File: config.mk
export PLATFORM = sky130hd
export DESIGN_NAME = sine_table_loader
export DESIGN_NICKNAME = d
export VERILOG_FILES = /design/src/rtl/sine_table_loader_pkg.sv /design/src/rtl/loader_watchdog.sv /design/src/rtl/sine_table_loader.sv
export SDC_FILE = /design/constraint.sdc
export NUM_CORES = 1
export LEC_CHECK = 0
export CAP_MARGIN = 20
export CORE_ASPECT_RATIO = 2
export CORE_MARGIN = 1
export CORE_UTILIZATION = 35
export DETAILED_ROUTE_END_ITERATION = 6
export SLEW_MARGIN = 0
export SYNTH_ARGS = -nofsm -noshare
export SYNTH_HDL_FRONTEND = slang
export SYNTH_SLANG_ARGS = --single-unit
export TNS_END_PERCENT = 100
File: constraint.sdc
create_clock -name src_clk -period 4.15 [get_ports src_clk]
set_input_delay 0.415 -clock src_clk [delete_from_list [all_inputs] [get_ports src_clk]]
set_output_delay 0.415 -clock src_clk [all_outputs]
set_load 0.05 [all_outputs]
File: src/rtl/sine_table_loader_pkg.sv
// Shared constants and state encoding for the DDS waveform-table loader.
package sine_table_loader_pkg;

  localparam logic [7:0] LOADER_HEADER  = 8'hA5;
  localparam int         DATA_LEN       = 11;
  localparam int         ROWS_BASE_2    = 4;
  localparam int         MEMORY_HEIGHT  = 16;
  localparam int         LOADER_TIMEOUT = 50000;

  typedef enum logic [2:0] {
    LDR_IDLE,
    LDR_CNT,
    LDR_HI,
    LDR_LO,
    LDR_WR,
    LDR_CSUM,
    LDR_DONE,
    LDR_ERR
  } ldr_state_t;

endpackage

File: src/rtl/loader_watchdog.sv
// Inter-byte watchdog: counts idle cycles while armed, restarts on clear or when disarmed.
module loader_watchdog #(
  parameter int TIMEOUT = 50000
) (
  input  logic src_clk,
  input  logic rst,
  input  logic clear,
  input  logic arm,
  output logic expired
);

  localparam int CW = $clog2(TIMEOUT + 1);

  logic [CW-1:0] count_reg;

  always_ff @(posedge src_clk or posedge rst) begin
    if (rst) begin
      count_reg <= '0;
    end else if (clear || !arm) begin
      count_reg <= '0;
    end else if (!expired) begin
      count_reg <= count_reg + 1'b1;
    end
  end

  assign expired = arm && (count_reg == CW'(TIMEOUT));

endmodule

File: src/rtl/sine_table_loader.sv
// Writer side of the DDS waveform table: unpacks a framed byte stream into sequential row writes.
// Define TABLE_LOADER_CSUM_EN to require and check a trailing XOR checksum byte per frame.
module sine_table_loader
  import sine_table_loader_pkg::*;
#(
  parameter int         DATA_W  = DATA_LEN,
  parameter int         ADDR_W  = ROWS_BASE_2,
  parameter int         DEPTH   = MEMORY_HEIGHT,
  parameter logic [7:0] HEADER  = LOADER_HEADER,
  parameter int         TIMEOUT = LOADER_TIMEOUT
) (
  input  logic              src_clk,
  input  logic              rst,
  input  logic [7:0]        rx_data,
  input  logic              rx_valid,
  output logic              rx_ready,
  output logic [DATA_W-1:0] data_wr,
  output logic [ADDR_W-1:0] addr_wr,
  output logic              we,
  output logic              dds_hold,
  output logic              load_done,
  output logic              load_err,
  output logic [ADDR_W:0]   entries
);

`ifdef TABLE_LOADER_CSUM_EN
  localparam ldr_state_t AFTER_LAST = LDR_CSUM;
`else
  localparam ldr_state_t AFTER_LAST = LDR_DONE;
`endif

  ldr_state_t        state_reg, state_next;
  logic              ready_en_reg;
  logic [7:0]        hi_reg;
  logic [DATA_W-1:0] data_reg;
  logic [ADDR_W-1:0] row_reg, last_row_reg;
  logic              hold_reg, done_reg, err_reg;
  logic [ADDR_W:0]   entries_reg;

  logic       accept, header_seen, in_frame, expired, too_many, last_row;
  logic [8:0] n_words;

  // rx_ready stays low for the first cycle out of reset and during every write cycle.
  assign rx_ready    = ready_en_reg && (state_reg != LDR_WR);
  assign accept      = rx_valid && rx_ready;
  assign header_seen = accept && (rx_data == HEADER) &&
                       (state_reg inside {LDR_IDLE, LDR_DONE, LDR_ERR});
  assign in_frame    = state_reg inside {LDR_CNT, LDR_HI, LDR_LO, LDR_CSUM};
  assign n_words     = {1'b0, rx_data} + 9'd1;
  assign too_many    = n_words > 9'(DEPTH);
  assign last_row    = row_reg == last_row_reg;

  loader_watchdog #(.TIMEOUT(TIMEOUT)) u_watchdog (
    .src_clk (src_clk),
    .rst     (rst),
    .clear   (accept),
    .arm     (in_frame),
    .expired (expired)
  );

`ifdef TABLE_LOADER_CSUM_EN
  logic [7:0] csum_reg;
  logic       csum_ok;

  assign csum_ok = rx_data == csum_reg;

  // Checksum covers CNT and all payload bytes, never the header.
  always_ff @(posedge src_clk or posedge rst) begin
    if (rst) begin
      csum_reg <= '0;
    end else if (header_seen) begin
      csum_reg <= '0;
    end else if (accept && (state_reg inside {LDR_CNT, LDR_HI, LDR_LO})) begin
      csum_reg <= csum_reg ^ rx_data;
    end
  end
`endif

  always_ff @(posedge src_clk or posedge rst) begin
    if (rst) state_reg <= LDR_IDLE;
    else     state_reg <= state_next;
  end

  always_comb begin
    state_next = state_reg;
    case (state_reg)
      LDR_IDLE, LDR_DONE, LDR_ERR: if (header_seen) state_next = LDR_CNT;
      LDR_CNT:  if (accept) state_next = too_many ? LDR_ERR : LDR_HI;
      LDR_HI:   if (accept) state_next = LDR_LO;
      LDR_LO:   if (accept) state_next = LDR_WR;
      LDR_WR:   state_next = last_row ? AFTER_LAST : LDR_HI;
`ifdef TABLE_LOADER_CSUM_EN
      LDR_CSUM: if (accept) state_next = csum_ok ? LDR_DONE : LDR_ERR;
`endif
      default:  state_next = LDR_IDLE;
    endcase
    // A byte landing on the expiry cycle still counts as progress.
    if (expired && !accept) state_next = LDR_ERR;
  end

  always_ff @(posedge src_clk or posedge rst) begin
    if (rst) begin
      ready_en_reg <= 1'b0;
      hi_reg       <= '0;
      data_reg     <= '0;
      row_reg      <= '0;
      last_row_reg <= '0;
      hold_reg     <= 1'b1;
      done_reg     <= 1'b0;
      err_reg      <= 1'b0;
      entries_reg  <= '0;
    end else begin
      ready_en_reg <= 1'b1;
      if (accept && state_reg == LDR_CNT) last_row_reg <= rx_data[ADDR_W-1:0];
      if (accept && state_reg == LDR_HI)  hi_reg <= rx_data;
      if (accept && state_reg == LDR_LO)  data_reg <= DATA_W'({hi_reg, rx_data});

      if (header_seen)               row_reg <= '0;
      else if (state_reg == LDR_WR)  row_reg <= row_reg + 1'b1;

      // Entries only moves on success, so an aborted frame leaves the old count.
      if (header_seen) begin
        hold_reg <= 1'b1;
        done_reg <= 1'b0;
        err_reg  <= 1'b0;
      end else if (state_next == LDR_DONE && state_reg != LDR_DONE) begin
        hold_reg    <= 1'b0;
        done_reg    <= 1'b1;
        entries_reg <= {1'b0, last_row_reg} + 1'b1;
      end else if (state_next == LDR_ERR && state_reg != LDR_ERR) begin
        hold_reg <= 1'b1;
        done_reg <= 1'b0;
        err_reg  <= 1'b1;
      end
    end
  end

  assign we        = state_reg == LDR_WR;
  assign data_wr   = data_reg;
  assign addr_wr   = row_reg;
  assign dds_hold  = hold_reg;
  assign load_done = done_reg;
  assign load_err  = err_reg;
  assign entries   = entries_reg;

endmodule
* After elaboration in Yosys (flattened, before gate mapping) *
Index checks and enable logic that the tools add are counted.

word-level totals
  register bits = 50
  input bits = 11
  output and inout port bits = 25

cells by class
  $add $sub $neg = 4
  order comparisons = 1
  eq/ne operators = 17
  multiplexer cells = 20
  bitwise gates (word level) = 1
  reductions and logical operators = 23

operators with widths
  cell                                                            count
  2-to-1 mux 16 bit                                               2
  2-to-1 mux 3 bit                                                7
  equality test 3 bit (second input constant)                     6
  adder 16 x 1 -> 16 bit (second input constant)                  1
  equality test 16 bit (second input constant)                    1
  one-hot mux 3 bit (5 select lines)                              1
  logical AND 1 bit                                               11
  adder 8 x 1 -> 9 bit (second input constant)                    1
  greater-than comparator 9 x 5 -> 1 bit (second input constant)  1
  != test 3 bit (second input constant)                           3
  equality test 8 bit (second input constant)                     1
  2-to-1 mux 1 bit                                                8
  2-to-1 mux 4 bit                                                2
  equality test 3 x 2 -> 1 bit (second input constant)            2
  nonzero test 3 bit                                              2
  adder 4 x 1 -> 5 bit (second input constant)                    1
  adder 4 x 1 -> 4 bit (second input constant)                    1
  equality test 4 bit                                             1
  AND reduction 2 bit                                             2
  nonzero test 2 bit                                              2
  nonzero test 4 bit                                              1
  equality test 3 x 1 -> 1 bit (second input constant)            1
  zero test 3 bit                                                 1
  OR reduction 3 bit                                              1
  5 further kinds                                                 6

* Logic depth before layout (Yosys ltp) *
Gate-level depths: netlist (run 1).

  word-level depth = 13
  mapped depth = 6

* By module *
A second synthesis (run 1) with hierarchy kept.

unflattened totals
  cell total of the unflattened synthesis = 228
  area, all modules = 2558.7 um^2

by module, submodules not included
  module             times used  cells an instance  area an instance (um^2)  seq. area each (um^2)
  sine_table_loader  1           136                1677.9                   852.1
  loader_watchdog    1           92                 880.8                    400.4

* Worst setup path after synthesis (run 1) *
OpenSTA, ideal clock, no wires.

  kind = flip-flop to output port
  from = reg state_reg[0]
  to = out rx_ready
  data arrival time = 1620 ps
  setup slack = 2115 ps
  cell stages (with the launch flop) = 4
  buffers on the path = 1
  path through = dfrtp_1 buf_2 nor3b_4 nor2b_1

between the ends
  longest elaborated chain between the ends = 2

RTL lines
  item                      line                     source
  start: declaration        sine_table_loader.sv:32  ldr_state_t state_reg, state_next;
  start signal: assignment  sine_table_loader.sv:81  else state_reg <= state_next;
  != test 3 bit             sine_table_loader.sv:44  assign rx_ready = ready_en_reg && (state_reg != LDR_WR);
  logical AND 1 bit         sine_table_loader.sv:44
  end: declaration          sine_table_loader.sv:16  output logic rx_ready,

No other way between the ends.

* Final worst setup path (run 1) *
  from = reg state_reg[1]
  to = out we

between the ends
  longest elaborated chain between the ends = 1

RTL lines
  item                 line                      source
  equality test 3 bit  sine_table_loader.sv:138  assign we = state_reg == LDR_WR;
  end: declaration     sine_table_loader.sv:19   output logic we,

No other way between the ends.

==> flow_summary_export.csv, run 1 <==
group,metric,value,unit
status,status,"finished, final reports clean",
global_route,grt-ovfl-total,0,
flow_run,maxCapViolations,0,
worst_hold_path,hold_class,"in -> async",
sta,fin_crit,2.62,ns
clock_tree,cts-resized-gates,0,
placed_design,gp_congestion,0.911,
clock_tree,cts_setup_buffers,0,
placed_design,placedCellCount,331,
synthesis,synth_top_area_share,48.7,%
clock_tree,cts_sinks,50,
die,core-area,6940,µm²
die,die_area,7560,µm²
sta,drv_slew,0,
synthesis,yosys_warnings,0,
global_route,grt_start_max_net_pins,51,
power_and_ir_drop,swShare,41.1,%
synthesis,avgSynthCellArea,11.8,µm²
power_and_ir_drop,power_frac_seq,36.4,%
clock_tree,cts_max_path_buffers,2,
setup_path,crit_path_start_kind,"flip-flop",
power_and_ir_drop,p_leak,0.00133,µW
layout,drive_gt1_share,19.6,%
power_and_ir_drop,combPwrFrac,42.8,%
sta,setup_tns,0,ns
sta,hold_viol,0,
setup_path,worstRegToRegCells,5,
sta,finalSetupViolCount,0,
sta,finalCritPeriodShare,63.2,%
setup_path,worstPathRequired,3.73,ns
clock_tree,cts_hold_buf,0,
setup_path,reg2reg_to,"u_watchdog.count_reg[14]",
synthesis,synth-seq-area-share,49.8,%
placed_design,dp_hpwl,3860,µm
synthesis,synthDistinctLibCells,54,
synthesis,syn_area,2520,µm²
layout,syn_to_final_growth,23.5,%
power_and_ir_drop,p_int,1310,µW
power_and_ir_drop,pwr-share-clk,20.8,%
detailed_routing,ant_nets,0,
setup_path,max_stage_delay,0.89,ns
clock_tree,h-tree-depth,2,
power_and_ir_drop,power.switching,911,µW
setup_path,path_cells,"nor3b_4 -> clkdlybuf4s50_1",
die,pin_count,36,
layout,fin_nets,264,
detailed_routing,via_count,1749,
detailed_routing,wirelength,5290,µm
die,fp-row-count,43,
placed_design,port_buffers,35,
sta,fin_skew,0.00440,ns
synthesis,ys_ff_latch,50,
clock_tree,cts_tree,"yes",
setup_path,slowest_stage,"clkdlybuf4s50_1",
synthesis,yosys_most_used_dff,"dfrtp_1",
setup_path,crit_path_end_kind,"output port",
detailed_routing,vias_per_cell,5.14,
die,start_util,36.3,%
global_route,grt.total_usage,16.4,%
layout,fin_cells,340,
detailed_routing,drt-initial-drc-count,42,
synthesis,yosys-top-cells-count,"49 x dfrtp_1, 21 x nor2_1, 18 x mux2_2, 11 x xor2_1, 9 x xnor2_1",
global_route,grt_pass1_vias,1784,
setup_path,path_max_fanout,13,
global_route,grt_pass1_wl,8870,µm
synthesis,synth_edf_count,0,
global_route,antenna_found_initial,0,
detailed_routing,wl_per_cell,15.6,µm
clock_tree,cts_buffers,5,
synthesis,synthCells,213,
setup_path,critPathKind,"reg -> out",
clock_tree,clk_latency,0.29,ns
synthesis,synth_top_cell_by_area,"dfrtp_1",
setup_path,worstPathArrival,2.21,ns
layout,antennaDiodeCount,0,
detailed_routing,dr.pass1.iters,4,
synthesis,synthTopCellsByArea,"dfrtp_1 49%, mux2_2 8.1%, xor2_1 3.8%, nor2_1 3.1%, xnor2_1 3.1%",
synthesis,synth_most_common_cell,"dfrtp_1",
layout,fillers,642,
sta,rsz0062_at_grt,"false",
clock_tree,clk_pin_slew,0.07,ns
synthesis,async_reset_ff_share,100,%
setup_path,reg2reg_from,"u_watchdog.count_reg[0]",
sta,relSlewSlack,50.8,%
detailed_routing,drc,0,
die,chipWidth,62.0,µm
sta,max_clock_freq,0.382,GHz
synthesis,syn_nets,228,
die,die_y,122,µm
setup_path,ff2ff_setup_slack,2.31,ns
power_and_ir_drop,power_density,714,nW/µm²
power_and_ir_drop,peakVddDrop,0.577,mV
clock_tree,cts-root-buf,"clkbuf_16",
sta,tightest_slew,0.731,ns
layout,largest_reg_flops,16,
-- critical path: cells and delay by family (launching register included) --
| family | cells | cell delay [ns] |
|---|---|---|
| buffers and inverters | 1 | 0.89 |
| AND/OR/NAND/NOR | 1 | 0.48 |
| flip-flops | 1 | 0.54 |
-- power groups by stage --
stage	registers [µW]	logic [µW]	clock network [µW]
finish	808	951	462
global route	836	1010	491
CTS	812	961	475
detailed placement	820	957	0
global placement	816	949	0
floorplan	1080	401	0
-- metal layers --
metal / up-vias / track usage (%) / share of wire (%)
met5: - / 0 / 0
met4: 0 / 10.0 / 3.8
met3: 14 / 3.08 / 3.1
met2: 40 / 27.0 / 56
met1: 870 / 18.6 / 37
li1: 825 / - / -
-- through the flow --
stage | util (%) | power (µW) | hold slack [ns] | instance area [µm²] | setup slack, ns
detailed placement | 42.1 | 1780 | 0.496 | 2920 | 1.82
global route | 44.8 | 2340 | 0.355 | 3110 | 1.46
global placement | 42.1 | 1770 | 0.490 | 2920 | 1.84
CTS | 44.5 | 2250 | 0.511 | 3090 | 1.51
finish | 44.8 | 2220 | 0.341 | 3110 | 1.53
floorplan | - | 1480 | 0.477 | 2520 | 2.11
-- logic make-up (layout without fill, tap and decap cells) --
family	after synthesis	after routing	synth area share (%)
AOI/OAI and AO/OA	23	23	6.86
xor gates and xnor gates	20	20	6.96
adders and majority gates	4	4	1.99
buffers and inverters	16	53	3.58
DFF	50	50	49.8
muxes	25	25	11.6
other	1	1	0.149
and+or+nand+nor	74	74	19.1
-- worst max-delay path by stage --
| stage | startpoint | to | slack, ns | cells after the start |
|---|---|---|---|---|
| 3_3_place_gp | state_reg[1] | we | 1.84 | 2 |
| 2_1_floorplan | state_reg[0] | rx_ready | 2.11 | 3 |
| 5_1_grt | state_reg[2] | we | 1.46 | 2 |
| 6_report | state_reg[1] | we | 1.53 | 2 |
| 4_1_cts | state_reg[1] | we | 1.51 | 2 |
| 3_5_place_dp | state_reg[1] | we | 1.82 | 2 |
-- final cells by class --
| type | instances | area, µm² | share of cell area [%] |
|---|---|---|---|
| Clock buffer | 5 | 125 | 4.02 |
| Clock inverter | 3 | 40.0 | 1.29 |
| Inverter | 9 | 33.8 | 1.09 |
| Multi-Input combinational cell | 147 | 1170 | 37.8 |
| Sequential cell | 50 | 1250 | 40.3 |
| Tap cell | 90 | 113 | 3.62 |
| Timing Repair Buffer | 36 | 370 | 11.9 |
-- cells in the final DEF (no fill, tap or decap), drive strengths merged, types with 7 or more instances in the layout --
cell type,Yosys,final
dfrtp,49,49
clkdlybuf4s50,0,35
mux2,22,22
nor2,21,21
xor2,11,11
xnor2,9,9
inv,9,9
nand4,8,8
nand3,7,7
Note: power is estimated with default switching activity, not from simulation.
==> run 2: changes to the inputs <==
==> constraint.sdc (replaced) <==
create_clock -name src_clk -period 2.65 [get_ports src_clk]
set_input_delay 0.265 -clock src_clk [delete_from_list [all_inputs] [get_ports src_clk]]
set_output_delay 0.265 -clock src_clk [all_outputs]
set_load 0.05 [all_outputs]
==> flow_summary_export.csv, run 2 (same netlist as run 1, synthesis figures left out) <==
group,metric,value,unit
die,fp-row-count,43,
layout,antennaDiodeCount,0,
die,pin_count,36,
power_and_ir_drop,swShare,41.8,%
sta,max_clock_freq,0.449,GHz
clock_tree,cts_max_path_buffers,2,
clock_tree,cts_setup_buffers,0,
clock_tree,h-tree-depth,2,
detailed_routing,ant_nets,0,
sta,finalCritPeriodShare,84.0,%
setup_path,critPathKind,"reg -> out",
status,status,"finished, final reports clean",
detailed_routing,wirelength,5390,µm
global_route,grt_pass1_wl,9090,µm
die,die_area,7560,µm²
power_and_ir_drop,p_total,3430,µW
detailed_routing,dr_wl_met2,3170,µm
layout,syn_to_final_growth,23.7,%
placed_design,dp_hpwl,4020,µm
sta,setup_tns,0,ns
power_and_ir_drop,pwr-share-clk,19.0,%
layout,drive_gt1_share,20.9,%
power_and_ir_drop,power_frac_seq,36.4,%
clock_tree,clk_latency,0.29,ns
clock_tree,cts_sinks,50,
setup_path,worstPathArrival,1.96,ns
clock_tree,cts-resized-gates,0,
placed_design,port_buffers,35,
sta,fin_crit,2.23,ns
detailed_routing,vias_per_cell,5.14,
power_and_ir_drop,power.switching,1430,µW
layout,fin_nets,268,
global_route,grt-ovfl-total,0,
detailed_routing,via_count,1768,
detailed_routing,top_layer,"met4",
die,start_util,36.3,%
sta,finalSetupViolCount,0,
setup_path,path_max_fanout,8,
die,die_y,122,µm
sta,hold_viol,0,
detailed_routing,dr.pass1.iters,4,
global_route,grt.total_usage,16.7,%
power_and_ir_drop,peakVddDrop,0.681,mV
power_and_ir_drop,power_density,1100,nW/µm²
detailed_routing,drc,0,
power_and_ir_drop,p_int,1990,µW
global_route,antenna_found_initial,0,
global_route,grt_start_max_net_pins,41,
worst_hold_path,hold_class,"in -> async",
die,chipWidth,62.0,µm
setup_path,crit_path_end_kind,"output port",
detailed_routing,met1_length,1940,µm
sta,drv_slew,0,
layout,final_cell_mix,"49 x dfrtp_1, 35 x clkdlybuf4s50_1, 21 x nor2_1",
layout,final_common_cell,"dfrtp_1",
detailed_routing,drt-initial-drc-count,53,
sta,rsz0062_at_grt,"false",
global_route,grt_pass1_vias,1867,
clock_tree,cts_tree,"yes",
layout,fin_cells,344,
clock_tree,cts_buffers,5,
clock_tree,cts-root-buf,"clkbuf_16",
setup_path,worstPathRequired,2.38,ns
power_and_ir_drop,p_leak,0.00133,µW
power_and_ir_drop,combPwrFrac,44.6,%
flow_run,maxCapViolations,0,
detailed_routing,wl_per_cell,15.7,µm
sta,fin_skew,0.00727,ns
clock_tree,cts_hold_buf,0,
die,core-area,6940,µm²
clock_tree,clk_pin_slew,0.06,ns
sta,tightest_slew,0.837,ns
placed_design,gp_congestion,0.823,
layout,largest_reg_flops,16,
detailed_routing,wl_met3,132,µm
placed_design,placedCellCount,336,
sta,relSlewSlack,44.1,%
setup_path,crit_path_start_kind,"flip-flop",
## run 2: cell types whose count changed in the layout (fill, tap and decap cells not counted), sizes merged
cell | previous run | this run
buf | 1 | 5
bufinv | 1 | 0
clkbuf | 5 | 6
clkinv | 2 | 1
clkinvlp | 0 | 1
## run 2: power by group through the flow
stage	clock, µW	sequential, µW	combinational [µW]
finish	651	1250	1530
global route	696	1290	1630
CTS	667	1250	1540
detailed placement	0	1270	1540
global placement	0	1260	1520
floorplan	0	1690	629
## run 2: per-layer routing
metal / vias to the layer above / track usage [%]
li1: 830 / -
met1: 892 / 17.8
met2: 34 / 29.5
met3: 12 / 2.97
met4: 0 / 8.61
met5: - / 0
## run 2: worst max-delay path: stages, from the launching register on
cell and delay [ns]:
dfrtp_1 0.53, nor3b_4 0.29, clkdlybuf4s50_1 0.84
## run 2: worst paths after layout
kind / slack (ns) / cells after the start / endpoint / from
max: 0.42 / 2 / we / state_reg[2]
min: 0.47 / 2 / entries[3] / rst
max reg2reg: 0.80 / 5 / u_watchdog.count_reg[14] / u_watchdog.count_reg[0]
min reg2reg: 0.51 / 1 / entries[1] / entries[1]
max in group asynchronous: 1.54 / 3 / u_watchdog.count_reg[14] / rst
min in group src_clk: 0.51 / 1 / entries[1] / entries[1]
## run 2: layout make-up
class / instances / area, µm²
fill: 670 / 3830
sequential: 50 / 1250
multi-input combinational: 147 / 1170
timing repair buffer: 40 / 388
clock buffer: 6 / 139
tap: 90 / 113
inverter: 9 / 33.8
clock inverter: 2 / 12.5
## run 2: stage by stage
stage | worst slack [ns] | hold slack (ns) | instance area (µm²) | utilization (%)
4_1_cts | 0.413 | 0.511 | 3110 | 44.9
3_5_place_dp | 0.508 | 0.492 | 2960 | 42.7
2_1_floorplan | 0.765 | 0.415 | 2520 | -
3_3_place_gp | 0.521 | 0.489 | 2960 | 42.7
6_report | 0.425 | 0.467 | 3110 | 44.9
5_1_grt | 0.368 | 0.522 | 3110 | 44.9
